==> config.mk <==
export PLATFORM = sky130hd
export DESIGN_NAME = mmio_uart_tx
export DESIGN_NICKNAME = d
export VERILOG_FILES = /design/src/rtl/mmio_uart_tx.sv
export SDC_FILE = /design/constraint.sdc
export NUM_CORES = 1
export LEC_CHECK = 0
export BUFFER_PORTS_ARGS = -buffer_cell sky130_fd_sc_hd__buf_4
export CORE_ASPECT_RATIO = 0.5
export CORE_MARGIN = 4
export CORE_UTILIZATION = 40
export DETAILED_ROUTE_END_ITERATION = 6
export GPL_TIMING_DRIVEN = 0
export PLACE_DENSITY_LB_ADDON = 0.2
export SYNTH_ARGS = -nofsm -noshare
export SYNTH_HDL_FRONTEND = slang
export SYNTH_SLANG_ARGS = --single-unit
==> constraint.sdc <==
create_clock -name clk -period 3.71 [get_ports clk]
set_clock_uncertainty 0.05 [all_clocks]
set_input_delay 0.742 -clock clk [delete_from_list [all_inputs] [get_ports clk]]
set_output_delay 0.742 -clock clk [all_outputs]
set_load 0.02 [all_outputs]
==> src/rtl/mmio_uart_tx.sv <==
// Memory-mapped UART transmitter: CPU byte stores are queued in a small FIFO
// and serialised 8N1, LSB first, on a registered TX line.
module mmio_uart_tx #(
  parameter int CLKS_PER_BIT = 434,
  parameter int FIFO_AW      = 3
) (
  input  logic               clk,
  input  logic               rst_n,
  input  logic               we,
  input  logic [31:0]        wdata,
  output logic               tx,
  output logic               full,
  output logic               busy,
  output logic [FIFO_AW:0]   count,
  output logic               overflow
);

  localparam int DEPTH = 2 ** FIFO_AW;
  localparam int BW    = (CLKS_PER_BIT > 2) ? $clog2(CLKS_PER_BIT) : 1;

  localparam logic [BW-1:0]      BAUD_MAX = BW'(CLKS_PER_BIT - 1);
  localparam logic [BW-1:0]      BAUD_ONE = BW'(1);
  localparam logic [FIFO_AW-1:0] PTR_ONE  = FIFO_AW'(1);
  localparam logic [FIFO_AW:0]   CNT_ONE  = (FIFO_AW + 1)'(1);
  localparam logic [FIFO_AW:0]   CNT_FULL = (FIFO_AW + 1)'(DEPTH);

  typedef enum logic [1:0] {
    S_IDLE,
    S_START,
    S_DATA,
    S_STOP
  } state_t;

  // ---------------------------------------------------------------------------
  // FIFO storage and bookkeeping
  // ---------------------------------------------------------------------------
  logic [7:0]         mem [DEPTH];
  logic [FIFO_AW-1:0] wr_ptr_q;
  logic [FIFO_AW-1:0] rd_ptr_q;
  logic [FIFO_AW:0]   count_q;
  logic               overflow_q;
  logic               push;
  logic               pop;
  logic               fifo_full;
  logic               fifo_empty;
  logic [7:0]         head;

  logic unused_wdata;
  assign unused_wdata = ^wdata[31:8];

  assign fifo_full  = (count_q == CNT_FULL);
  assign fifo_empty = (count_q == '0);
  assign head       = mem[rd_ptr_q];

  // A write while full is dropped even if a pop frees a slot at the same edge.
  assign push = we & ~fifo_full;

  // NOTE: the storage array carries no reset; the pointers and count alone
  // define which entries are valid, so clearing the data itself buys nothing.
  always_ff @(posedge clk) begin
    if (push) begin
      mem[wr_ptr_q] <= wdata[7:0];
    end
  end

  // NOTE: sequential state is always updated with non-blocking assignments so
  // every register samples the pre-edge values of its neighbours.
  always_ff @(posedge clk or negedge rst_n) begin
    if (!rst_n) begin
      wr_ptr_q   <= '0;
      rd_ptr_q   <= '0;
      count_q    <= '0;
      overflow_q <= 1'b0;
    end else begin
      if (push) begin
        wr_ptr_q <= wr_ptr_q + PTR_ONE;
      end
      if (pop) begin
        rd_ptr_q <= rd_ptr_q + PTR_ONE;
      end
      unique case ({push, pop})
        2'b10:   count_q <= count_q + CNT_ONE;
        2'b01:   count_q <= count_q - CNT_ONE;
        default: count_q <= count_q;
      endcase
      if (we && fifo_full) begin
        overflow_q <= 1'b1;
      end
    end
  end

  // ---------------------------------------------------------------------------
  // Serialiser FSM
  // ---------------------------------------------------------------------------
  state_t      state_q;
  state_t      state_d;
  logic [BW-1:0] baud_q;
  logic [BW-1:0] baud_d;
  logic [2:0]  bit_idx_q;
  logic [2:0]  bit_idx_d;
  logic [7:0]  shift_q;
  logic [7:0]  shift_d;
  logic        tx_q;
  logic        tx_d;
  logic        baud_end;

  assign baud_end = (baud_q == BAUD_MAX);

  // State register; tx is registered here so the line never glitches.
  always_ff @(posedge clk or negedge rst_n) begin
    if (!rst_n) begin
      state_q   <= S_IDLE;
      baud_q    <= '0;
      bit_idx_q <= '0;
      shift_q   <= '0;
      tx_q      <= 1'b1;
    end else begin
      state_q   <= state_d;
      baud_q    <= baud_d;
      bit_idx_q <= bit_idx_d;
      shift_q   <= shift_d;
      tx_q      <= tx_d;
    end
  end

  // NOTE: every variable assigned in a combinational block gets a default
  // first, so no path through the case statement can infer a latch.
  always_comb begin
    state_d   = state_q;
    baud_d    = baud_q + BAUD_ONE;
    bit_idx_d = bit_idx_q;
    shift_d   = shift_q;
    pop       = 1'b0;

    unique case (state_q)
      S_IDLE: begin
        baud_d = '0;
        if (!fifo_empty) begin
          pop     = 1'b1;
          shift_d = head;
          state_d = S_START;
        end
      end
      S_START: begin
        if (baud_end) begin
          baud_d    = '0;
          bit_idx_d = '0;
          state_d   = S_DATA;
        end
      end
      S_DATA: begin
        if (baud_end) begin
          baud_d  = '0;
          shift_d = {1'b0, shift_q[7:1]};
          if (bit_idx_q == 3'd7) begin
            state_d = S_STOP;
          end else begin
            bit_idx_d = bit_idx_q + 3'd1;
          end
        end
      end
      S_STOP: begin
        if (baud_end) begin
          baud_d = '0;
          // Chain straight into the next frame when more bytes are waiting.
          if (!fifo_empty) begin
            pop     = 1'b1;
            shift_d = head;
            state_d = S_START;
          end else begin
            state_d = S_IDLE;
          end
        end
      end
      default: begin
        baud_d  = '0;
        state_d = S_IDLE;
      end
    endcase
  end

  // Line level for the coming cycle, derived from the next state.
  always_comb begin
    unique case (state_d)
      S_START: tx_d = 1'b0;
      S_DATA:  tx_d = shift_d[0];
      default: tx_d = 1'b1;
    endcase
  end

  // ---------------------------------------------------------------------------
  // Status outputs
  // ---------------------------------------------------------------------------
  assign tx       = tx_q;
  assign full     = fifo_full;
  assign busy     = (state_q != S_IDLE) | ~fifo_empty;
  assign count    = count_q;
  assign overflow = overflow_q;

endmodule

**Word level (Yosys, flattened, before mapping)**

Memories as Yosys holds them, arrays and structs flattened.
Cells that the tools add are included.

- Add/subtract/negate cells: 6
- Equality and inequality tests: 14
- Muxes and demuxes: 24
- Bitwise operators: 4
- Reductions and logical operators: 10

Operators with widths:

| kind | count |
|---|---|
| 2-to-1 mux 8 bit | 3 |
| one-hot mux 8 bit (3 select lines) | 1 |
| one-hot mux 9 bit (2 select lines) | 1 |
| 2-to-1 mux 2 bit | 5 |
| adder 3 x 1 -> 3 bit (second input constant) | 3 |
| adder 9 x 1 -> 9 bit (second input constant) | 1 |
| equality test 9 bit (second input constant) | 1 |
| 2-to-1 mux 3 bit | 3 |
| 2-to-1 mux 9 bit | 1 |
| equality test 2 bit (second input constant) | 4 |
| inequality test 2 bit (second input constant) | 4 |
| one-hot mux 2 bit (4 select lines) | 1 |
| one-hot mux 4 bit (2 select lines) | 1 |
| equality test 2 x 1 -> 1 bit (second input constant) | 3 |
| one-hot mux 3 bit (2 select lines) | 1 |
| nonzero test 2 bit | 3 |
| 2-to-1 mux 1 bit | 5 |
| adder 4 x 1 -> 4 bit (second input constant) | 1 |
| equality test 4 bit (second input constant) | 1 |
| zero test 4 bit | 1 |
| one-hot mux 1 bit (2 select lines) | 2 |
| AND reduction 4 bit | 1 |
| subtractor 4 x 1 -> 4 bit (second input constant) | 1 |
| equality test 3 bit (second input constant) | 1 |
| other kinds (8) | 9 |

- Register bits: 34
- Memory bits (writable): 64
- Bits of input ports: 35
- Word-level logic and storage cells: 69
- Memories: 1

Memory list:

| name | depth | width | read ports | clocked after Yosys merged registers in | wr ports | line | RTL |
|---|---|---|---|---|---|---|---|
| mem | 8 | 8 | 1 | 0 | 1 | 37 | `logic [7:0] mem [DEPTH];` |

**Depth between registers and ports, before layout**

Gate-level depths: netlist of the first run.

- Depth in word-level cells: 6
- Mapped depth: 13
- Gate-level depth less buffers: 12

**Worst setup path after synthesis of the first run**

No wires, ideal clock.

- Kind: register to register
- Start point: register count_q[0] (netlist: count[0])
- End point: register count_q[3] (netlist: count[3])
- Library setup time: 0.134 ns
- Data arrival time: 2.889 ns
- Slack: 0.637 ns
- Stages on the path, launching flop included: 11
- Path buffers: 0
- Cells stage by stage: dfrtp_1 nor4b_1 nor2b_1 inv_1 ha_1 ha_1 a21o_1 a21oi_1 xnor2_1 nor2_1 xor2_1

- Elaborated cells on any way between the ends: 13
- Those cells by class: 2 x add/sub; 3 x eq/ne; 4 x mux; 2 x bitwise; 2 x reduce/logical

RTL lines:

| what | line | RTL |
|---|---|---|
| from (decl) | 40 | `logic [FIFO_AW:0] count_q;` |
| from (signal assigned) | 82 | `2'b10: count_q <= count_q + CNT_ONE;` |
| from (signal assigned) | 83 | `2'b01: count_q <= count_q - CNT_ONE;` |
| from (signal assigned) | 84 | `default: count_q <= count_q;` |
| equality test 4 bit * | 51 | `assign fifo_full = (count_q == CNT_FULL);` |
| net full | 12 | `output logic full,` |
| inverter 1 bit * | 56 | `assign push = we & ~fifo_full;` |
| AND 1 bit * | 56 |  |
| equality test 2 x 1 -> 1 bit / equality test 2 bit (equally long branches) | 81 | `unique case ({push, pop})` |
| one-hot mux 4 bit (2 select lines) / nonzero test 2 bit (equally long branches) | - |  |

The timed path passes the listed nets; every way through them passes the cells marked *.
A chain may end at the register's enable or synchronous reset.

**Final worst setup path of the first run**

- Start point: register baud_q[0]
- End point: register count_q[3] (netlist: count[3])

- Longest elaborated chain between the ends: 5
- Elaborated cells on any way between the ends: 7
- Those cells by class: 3 x eq/ne; 3 x mux; 1 x reduce/logical

RTL lines:

| what | line | RTL |
|---|---|---|
| from (decl) | 97 | `logic [BW-1:0] baud_q;` |
| from (signal assigned) | 119 | `baud_q <= baud_d;` |
| equality test 9 bit * | 107 | `assign baud_end = (baud_q == BAUD_MAX);` |
| 2-to-1 mux 1 bit * | 163 | `if (baud_end) begin` |
| one-hot mux 1 bit (2 select lines) * | 135 | `unique case (state_q)` |
| net pop | 43 | `logic pop;` |
| equality test 2 x 1 -> 1 bit / equality test 2 bit (equally long branches) | 81 |  |
| one-hot mux 4 bit (2 select lines) / nonzero test 2 bit (equally long branches) | - |  |

Marked as above.

==> metrics, run 1 <==
Iteration-0 DRC Markers about 270; Post-synth EDFFs 64; DP HPWL approximately 5600 µm; PortBufs 18; Die Area about 13000 µm²; vias in the first global route roughly 2600; Post-synth top flop edfxtp_1; total clock sinks between 90 and 100; Top Ports 43; initial antenna violation count 0; Power Density roughly 780 nW/µm²; Synthesized Nets around 360; actual slew at the worst max-slew pin 1.00 ns; Period minus WS final about 2.9 ns; GRT Util Overall around 14%; CP Class flop to flop; Site Rows 26; # Post-CTS Setup Buffers 0; HP Class primary input to asynchronous set/reset pin; RSZ-0062 raised after global routing false; GP Congestion a little under 0.8; Worst EP required around 3.9 ns; Congestion Overflow GR 0; Worst setup SP type flop; max-cap violation count 0; clk slew on worst S/H paths 0.07 ns; Lkg Pwr 0.00192 µW; most common cell in the synthesized netlist edfxtp_1; Synth cell types approximately 50; Max Buffers Root-to-Sink 2; largest net degree at the start of global routing 35; drt total wl just over 8000 µm; nets approximately 380; Critical Path AT 3.04 ns; Synth top area share a little over two fifths; vias 2520; DR vias/cell ~5.3; setup TNS 0 ns; Ys Warns 0; Achievable Freq about 0.35 GHz; Antenna Cells 0; Root Driver clkbuf_16; Crit. End Element flop; number of H-tree levels 3; Max-slew headroom between 30% and 40%; drt drc 0; Resized cells post-CTS 0; hold bufs inserted after CTS 0; ANT nets after route 0; synth cell count leaders edfxtp_1 (64), dfrtp_1 (33), nand2_1 (28); share of cells above drive strength 1 19.5%; outcome complete, no violations; Starting Density a little over two fifths; Die Y 82.3 µm; period utilization approximately 77%; first-pass GRT wire length about 14000 µm; cells after synthesis a little over 300; final core occ a little under half; synthesis-to-layout area growth 13.6%; fin. max-slew vios 0; Clk Latency, worst-skew pair between 0.3 and 0.4 ns; Die X-Extent roughly 160 µm; Fin. Hold Viols 0; async set or reset register ratio after synthesis a little over a third; top post-synthesis cells by area edfxtp_1 (43%), dfrtp_1 (19%), mux4_2 (5.6%); setup violators final 0; largest area contributor in the netlist edfxtp_1; core area between 10000 and 15000 µm²; worst vdd ir about 280 µV; Critical Path Fanout Max 9; sequential area share after synthesis between 60% and 70%; drt pass-1 iters 4; CTS tree done; synthesis-stage register bit count just under 100; Place WS about 0.84 ns; fin worst setup slack ~0.85 ns; Routed WL per cell around 17 µm; Mapped Avg Cell Area around 15 µm²; Mapped Area ~4400 µm²; fill cell count roughly 940; CTS buffer count 9
-- routing by layer --
layer	global-route usage (%)	vias up	part of all wire [%]
li1	-	1197	-
met1	17.3	1269	44
met2	24.8	45	50
met3	3.85	9	4.0
met4	5.19	0	1.4
met5	0	-	0
-- critical path, stage by stage (launching register included) --
cell and delay [ns]:
dfrtp_1 0.42, ha_1 0.20, and4b_1 0.21, buf_6 0.13, a31oi_4 0.32, nor3_2 0.14
ha_1 0.26, ha_1 0.30, a21o_1 0.19, a21oi_1 0.18, xnor2_1 0.14, nor2_1 0.06
xor2_1 0.14
-- cell families (layout without fill, tap and decap cells) --
kind of cell | Yosys count | after routing | synth area share (%)
AO/OA/AOI/OAI | 48 | 48 | 7.53
XOR/XNOR | 13 | 13 | 2.58
adder cells (fa/ha/maj) | 16 | 16 | 4.70
buffers and inverters | 22 | 56 | 2.58
flip-flops | 98 | 98 | 62.8
multiplexers | 26 | 26 | 10.9
AND/OR/NAND/NOR | 81 | 81 | 8.98
-- report_power, final --
group	internal (µW)	switching [µW]
combinational	644	787
clock	460	410
sequential	1420	172
total	2530	1370
-- cell usage in the layout (no fill, tap or decap), types with 10 or more instances in the layout --
master,Yosys,routed
nand2_1,28,28
nor2_1,27,27
ha_1,15,15
mux4_2,11,11
dfrtp_1,33,33
buf_4,1,19
inv_1,10,10
edfxtp_1,64,64
o21ai_0,13,13
-- metrics by stage --
step | instances | area [µm²] | total power (µW) | hold slack [ns]
after floorplan | 304 | 4420 | 2640 | 0.396
after detailed placement | 462 | 4740 | 3060 | 0.416
after CTS | 478 | 5020 | 3940 | 0.297
after global placement | 462 | 4730 | 2990 | 0.388
after global routing | 478 | 5020 | 4140 | 0.323
final | 478 | 5020 | 3890 | 0.288
-- sequential cells by signal (all words and copies together), names as in the netlist --
signal,count
mem,64
baud_q,9
shift_q,8
count,4
bit_idx_q,3
rd_ptr_q,3
wr_ptr_q,3
state_q,2
overflow,1
tx,1
-- cell type report --
| class | count | area, µm² | area share [%] |
|---|---|---|---|
| flip-flops and latches | 98 | 2770 | 55.3 |
| multi-input cells | 184 | 1540 | 30.7 |
| clock buffers | 9 | 225 | 4.49 |
| well taps | 140 | 175 | 3.49 |
| repair buffers | 18 | 135 | 2.69 |
| plain buffers | 12 | 76.3 | 1.52 |
| clock inverters | 7 | 53.8 | 1.07 |
| inverters | 10 | 37.5 | 0.748 |
-- path summary, 6_finish.rpt --
| kind | start | endpoint | slack (ns) | cells after the start |
|---|---|---|---|---|
| max reg2reg | baud_q[0] | count[3] | 0.85 | 12 |
| min in group clk | overflow | overflow | 0.44 | 1 |
| min | rst_n | wr_ptr_q[2] | 0.29 | 1 |
| max | baud_q[0] | count[3] | 0.85 | 12 |
| max in group asynchronous | rst_n | tx | 2.98 | 1 |
| min reg2reg | overflow | overflow | 0.44 | 1 |
(Power assumes the default switching activity.)
==> inputs of run 2 (changes only) <==
==> constraint.sdc (replaced) <==
create_clock -name clk -period 2.5 [get_ports clk]
set_clock_uncertainty 0.05 [all_clocks]
set_input_delay 0.5 -clock clk [delete_from_list [all_inputs] [get_ports clk]]
set_output_delay 0.5 -clock clk [all_outputs]
set_load 0.02 [all_outputs]
==> metrics, run 2 (synthesized netlist as in run 1, its figures left out) <==
Max-slew headroom 35.7% (+2.8 points); Non-Filler Instances 485 (+1.5%); hold bufs inserted after CTS 0 (unchanged); r2r setup slk 0.01 ns (-0.84 ns); first-pass GRT wire length 14300 µm (+4.7%); Worst EP required 2.67 ns (-1.21 ns); most frequent cells in the layout edfxtp_1 (64), dfrtp_1 (31), nand2_1 (28); vias 2599 (+3.1%); total clock sinks 98 (unchanged); Die Y 82.3 µm (unchanged); Reg-to-Reg End count[3]; footprint of the multi-input gates 1620 µm² (+5.1%); reg2reg start baud_q[1]; register area 2780 µm² (about the same); share of cells above drive strength 1 24.6% (+5.1 points); worst vdd ir 400 µV (+43%); Worst setup SP type flop; DR vias/cell 5.36 (+1.6%); outcome complete, no violations; Crit. End Element flop; initial antenna violation count 0 (unchanged); CP Class flop to flop; Place WS -0.239 ns (-1.08 ns); core area 10500 µm² (unchanged); CTS buffer count 9 (unchanged); Routed WL per cell 17.7 µm (+1.7%); DP HPWL 5650 µm (+1.4%); GRT Util Overall 14.7% (+0.46 points); Starting Density 42.2% (unchanged); GP Congestion 0.772 (-1.7%); Critical Path AT 2.66 ns (-0.38 ns); biggest regs mem: 64 flops, baud_q: 9 flops, shift_q: 8 flops; nets 391 (+1.8%); number of H-tree levels 3 (unchanged); fin. max-slew vios 0 (unchanged); max-cap violation count 0 (unchanged); CTS tree done; Max Buffers Root-to-Sink 2 (unchanged); commonest non-fill, non-tap cell in the layout edfxtp_1; Top reg by flops mem; clk slew on worst S/H paths 0.07 ns (about the same); max reg flops 64 (unchanged); Die Area 12900 µm² (unchanged); ANT nets after route 0 (unchanged); Achievable Freq 0.402 GHz (+15%); Power Density 1190 nW/µm² (+53%); Design Power 6150 µW (+58%); Antenna Cells 0 (unchanged); Period minus WS final 2.49 ns (-0.375 ns); drt drc 0 (unchanged); drt total wl 8570 µm (+3.2%); Critical Path Fanout Max 3 (-6); vias in the first global route 2747 (+4.9%); Inst Count DP 462 (unchanged); Root Driver clkbuf_16; Top Ports 43 (unchanged); Congestion Overflow GR 0 (unchanged); largest net degree at the start of global routing 35 (unchanged); Clk Latency, worst-skew pair 0.34 ns (about the same); Iteration-0 DRC Markers 158 (-41%); synthesis-to-layout area growth 17.2%; Lkg Pwr 0.00198 µW (+2.8%); setup TNS 0 ns (unchanged); HP Class primary input to asynchronous set/reset pin; PortBufs 18 (unchanged); Die X-Extent 157 µm (unchanged); Fin. Hold Viols 0 (unchanged); period utilization 99.6% (+22 points); actual slew at the worst max-slew pin 0.961 ns (-0.0422 ns); fin worst setup slack 0.0106 ns (-0.835 ns); setup violators final 0 (unchanged); fill cell count 889 (-5.0%); drt pass-1 iters 5 (+1); R2R cell count 13 (+1); final core occ 49.5% (+1.5 points); Site Rows 26 (unchanged); RSZ-0062 raised after global routing true
run 2: worst max-delay path by stage:
stage	start	to	slack (ns)	cells after the start
finish	baud_q[1]	count[3]	0.01	13
global route	baud_q[1]	count[3]	-0.13	13
CTS	baud_q[1]	count[3]	0.004	13
detailed placement	baud_q[1]	count[3]	-0.24	13
global placement	count[0]	mem[0][5]	-0.23	4
floorplan	baud_q[0]	count[3]	0.009	12
run 2: report_power, final:
part	internal, µW	switching, µW
registers	2110	285
clock network	795	613
logic	1090	1250
run 2: critical path: stages (launching register included):
cell	delay [ns]
dfrtp_1	0.38
inv_1	0.06
ha_2	0.15
and4b_1	0.22
buf_6	0.11
a31oi_4	0.11
nor3_4	0.24
ha_4	0.19
ha_4	0.20
a21o_1	0.17
a21oi_2	0.15
xnor2_1	0.14
nor2_1	0.07
xor2_1	0.13
run 2: final cells by class:
type                            instances  share of cell area (%)
Multi-Input combinational cell        184                    31.3
Inverter                               10                   0.725
Clock inverter                          7                    1.57
Clock buffer                            9                    4.35
Tap cell                              140                    3.38
Buffer                                 12                    1.47
Timing Repair Buffer                   25                    3.62
Sequential cell                        98                    53.6
run 2: through the flow:
step | hold slack (ns) | area (µm²)
after global placement | 0.388 | 4760
after global routing | 0.0690 | 5180
after floorplan | 0.154 | 4450
after CTS | 0.0598 | 5150
after detailed placement | 0.416 | 4770
final | 0.0495 | 5180
run 2: what timing repair did:
action | 4_1_cts | 5_1_grt
gates cloned | 0 | 0
setup buffers | 7 | 0
hold endpoints to repair | 0 | 0
setup endpoints to repair | 3 | 2
pin swaps | 6 | 0
resized for setup | 4 | 5
run 2: routing by layer:
layer / share of wire [%] / GRT usage (%)
met1: 43 / 18.0
met2: 52 / 25.7
met3: 4.8 / 3.96
met4: 1.1 / 5.11
met5: 0 / 0
==> inputs of run 3 (changes only) <==
--- a/config.mk
+++ b/config.mk
@@ -6,6 +6,8 @@
 export NUM_CORES = 1
 export LEC_CHECK = 0
 export BUFFER_PORTS_ARGS = -buffer_cell sky130_fd_sc_hd__buf_4
+export CELL_PAD_IN_SITES_DETAIL_PLACEMENT = 0
+export CELL_PAD_IN_SITES_GLOBAL_PLACEMENT = 1
 export CORE_ASPECT_RATIO = 0.5
 export CORE_MARGIN = 4
 export CORE_UTILIZATION = 40
==> constraint.sdc (replaced) <==
create_clock -name clk -period 2.54 [get_ports clk]
set_clock_uncertainty 0.05 [all_clocks]
set_input_delay 0.508 -clock clk [delete_from_list [all_inputs] [get_ports clk]]
set_output_delay 0.508 -clock clk [all_outputs]
set_load 0.02 [all_outputs]
==> metrics, run 3 (synthesized netlist as in run 1, its figures left out) <==
Max Buffers Root-to-Sink 2 (unchanged); Lkg Pwr 0.00196 µW (-0.81%); Antenna Cells 0 (unchanged); drt drc 0 (unchanged); Crit. End Element flop; total clock sinks 98 (unchanged); Critical Path Fanout Max 3 (unchanged); Max-slew headroom 37.5% (+1.8 points); max reg flops 64 (unchanged); most frequent cells in the layout edfxtp_1 (64), dfrtp_1 (31), nand2_1 (28); Die X-Extent 157 µm (unchanged); largest net degree at the start of global routing 35 (unchanged); GRT Util Overall 14.3% (-0.37 points); Final Instance Area 5150 µm² (-0.51%); Fin. Hold Viols 0 (unchanged); CTS tree done; Period minus WS final 2.42 ns (-0.0682 ns); CP max stage delay 0.39 ns (about the same); period utilization 95.3% (-4.3 points); Iteration-0 DRC Markers 137 (-13%); Critical Path AT 2.59 ns (-0.07 ns); PortBufs 18 (unchanged); actual slew at the worst max-slew pin 0.934 ns (-0.0271 ns); register area 2780 µm² (unchanged); drt total wl 8500 µm (-0.82%); hold bufs inserted after CTS 0 (unchanged); fin. max-slew vios 0 (unchanged); Power Density 1150 nW/µm² (-3.0%); Clk Latency, worst-skew pair 0.34 ns (about the same); Starting Density 42.2% (unchanged); core area 10500 µm² (unchanged); DR vias/cell 5.29 (-1.2%); setup violators final 0 (unchanged); WP buf/inv 2 (unchanged); nets 391 (unchanged); fill cell count 914 (+2.8%); Root Driver clkbuf_16; Max stage delay cell, worst path dfrtp_1; share of cells above drive strength 1 24.1% (-0.58 points); clk slew on worst S/H paths 0.07 ns (about the same); Design Power 5940 µW (-3.5%); CP delay by family, top simple AND/OR/NAND/NOR gates; initial antenna violation count 0 (unchanged); biggest regs mem: 64 flops, baud_q: 9 flops, shift_q: 8 flops; Worst EP required 2.71 ns (+0.04 ns); first-pass GRT wire length 13900 µm (-2.7%); critical path, cell by cell inv_1 -> ha_2 -> and4b_1 -> buf_6 -> a31oi_4 -> nor3_4 -> ha_4 -> ha_4 -> a21o_1 -> a21oi_2 -> xnor2_1 -> nor2_1 -> xor2_1; drt pass-1 iters 4 (-1); Site Rows 26 (unchanged); number of H-tree levels 3 (unchanged); GP Congestion 0.760 (-1.6%); Die Area 12900 µm² (unchanged); synthesis-to-layout area growth 16.6%; Die Y 82.3 µm (unchanged); Congestion Overflow GR 0 (unchanged); CP Class flop to flop; vias 2568 (-1.2%); RSZ-0062 raised after global routing true; DP HPWL 5670 µm (+0.42%); outcome complete, no violations; footprint of the multi-input gates 1620 µm² (-0.15%); ANT nets after route 0 (unchanged); vias in the first global route 2634 (-4.1%); Achievable Freq 0.413 GHz (+2.8%); HP Class primary input to asynchronous set/reset pin; Worst setup SP type flop; Routed WL per cell 17.5 µm (-0.82%); CTS buffer count 9 (unchanged); Top Ports 43 (unchanged); worst vdd ir 443 µV (+11%); Top reg by flops mem; commonest non-fill, non-tap cell in the layout edfxtp_1; max-cap violation count 0 (unchanged); crit-path most repeated cell ha_4; Cell Area, Placed 4760 µm² (-0.13%)
[run 3: power by group]
| part | switching (µW) | leakage (µW) | internal (µW) |
|---|---|---|---|
| Sequential | 275 | 0.00101 | 2080 |
| Clock | 622 | 0.000137 | 682 |
| Combinational | 1210 | 0.000813 | 1070 |
[run 3: worst reg2reg max path: cells and delay by family (launching register included)]
kind                     cells  cell delay (ns)
flip-flops                   1             0.39
AND/OR/NAND/NOR              3             0.53
AO/OA/AOI/OAI                3             0.39
adder cells (fa/ha/maj)      3             0.51
buffers and inverters        2             0.18
XOR/XNOR                     2             0.26
[run 3: worst paths after layout]
check,from,endpoint,slack (ns),depth (start not counted)
worst min register to register,overflow,overflow,0.44,1
worst min-delay path,rst_n,wr_ptr_q[1],0.06,1
max in group asynchronous,rst_n,state_q[0],2.03,1
worst max-delay path,baud_q[1],count[3],0.12,13
worst max register to register,baud_q[1],count[3],0.12,13
min in group clk,we,overflow,0.33,2
[run 3: metal layers]
layer  vias to the layer above  routed length [µm]  global-route usage (%)
met3                         7                 308                    4.22
met1                      1313                4030                    18.4
met4                         0                  81                    3.81
met2                        31                4080                    24.2
li1                       1217                   -                       -
met5                         -                   0                       0
[run 3: metrics by stage]
stage	instances	setup slack (ns)	setup TNS, ns	util, %	hold WS, ns
after floorplan	304	0.000863	0	-	0.162
final	485	0.119	0	49.2	0.0626
after global placement	462	-0.185	-2.78	45.4	0.388
after CTS	482	0.00650	0	48.6	0.0689
after global routing	485	-0.0219	-0.0219	49.2	0.0901
after detailed placement	462	-0.224	-0.241	45.5	0.423
[run 3: cell type report]
class / count / share of cell area (%)
Buffer: 12 / 1.48
Clock buffer: 9 / 4.37
Clock inverter: 7 / 1.12
Inverter: 10 / 0.728
Multi-Input combinational cell: 184 / 31.4
Sequential cell: 98 / 53.9
Tap cell: 140 / 3.40
Timing Repair Buffer: 25 / 3.64
[run 3: what timing repair did]
action / in CTS / in global routing
endpoints found under the setup margin: 2 / 2
buffers inserted: 4 / 3
pin swaps: 3 / 7
gates resized for setup: 2 / 8
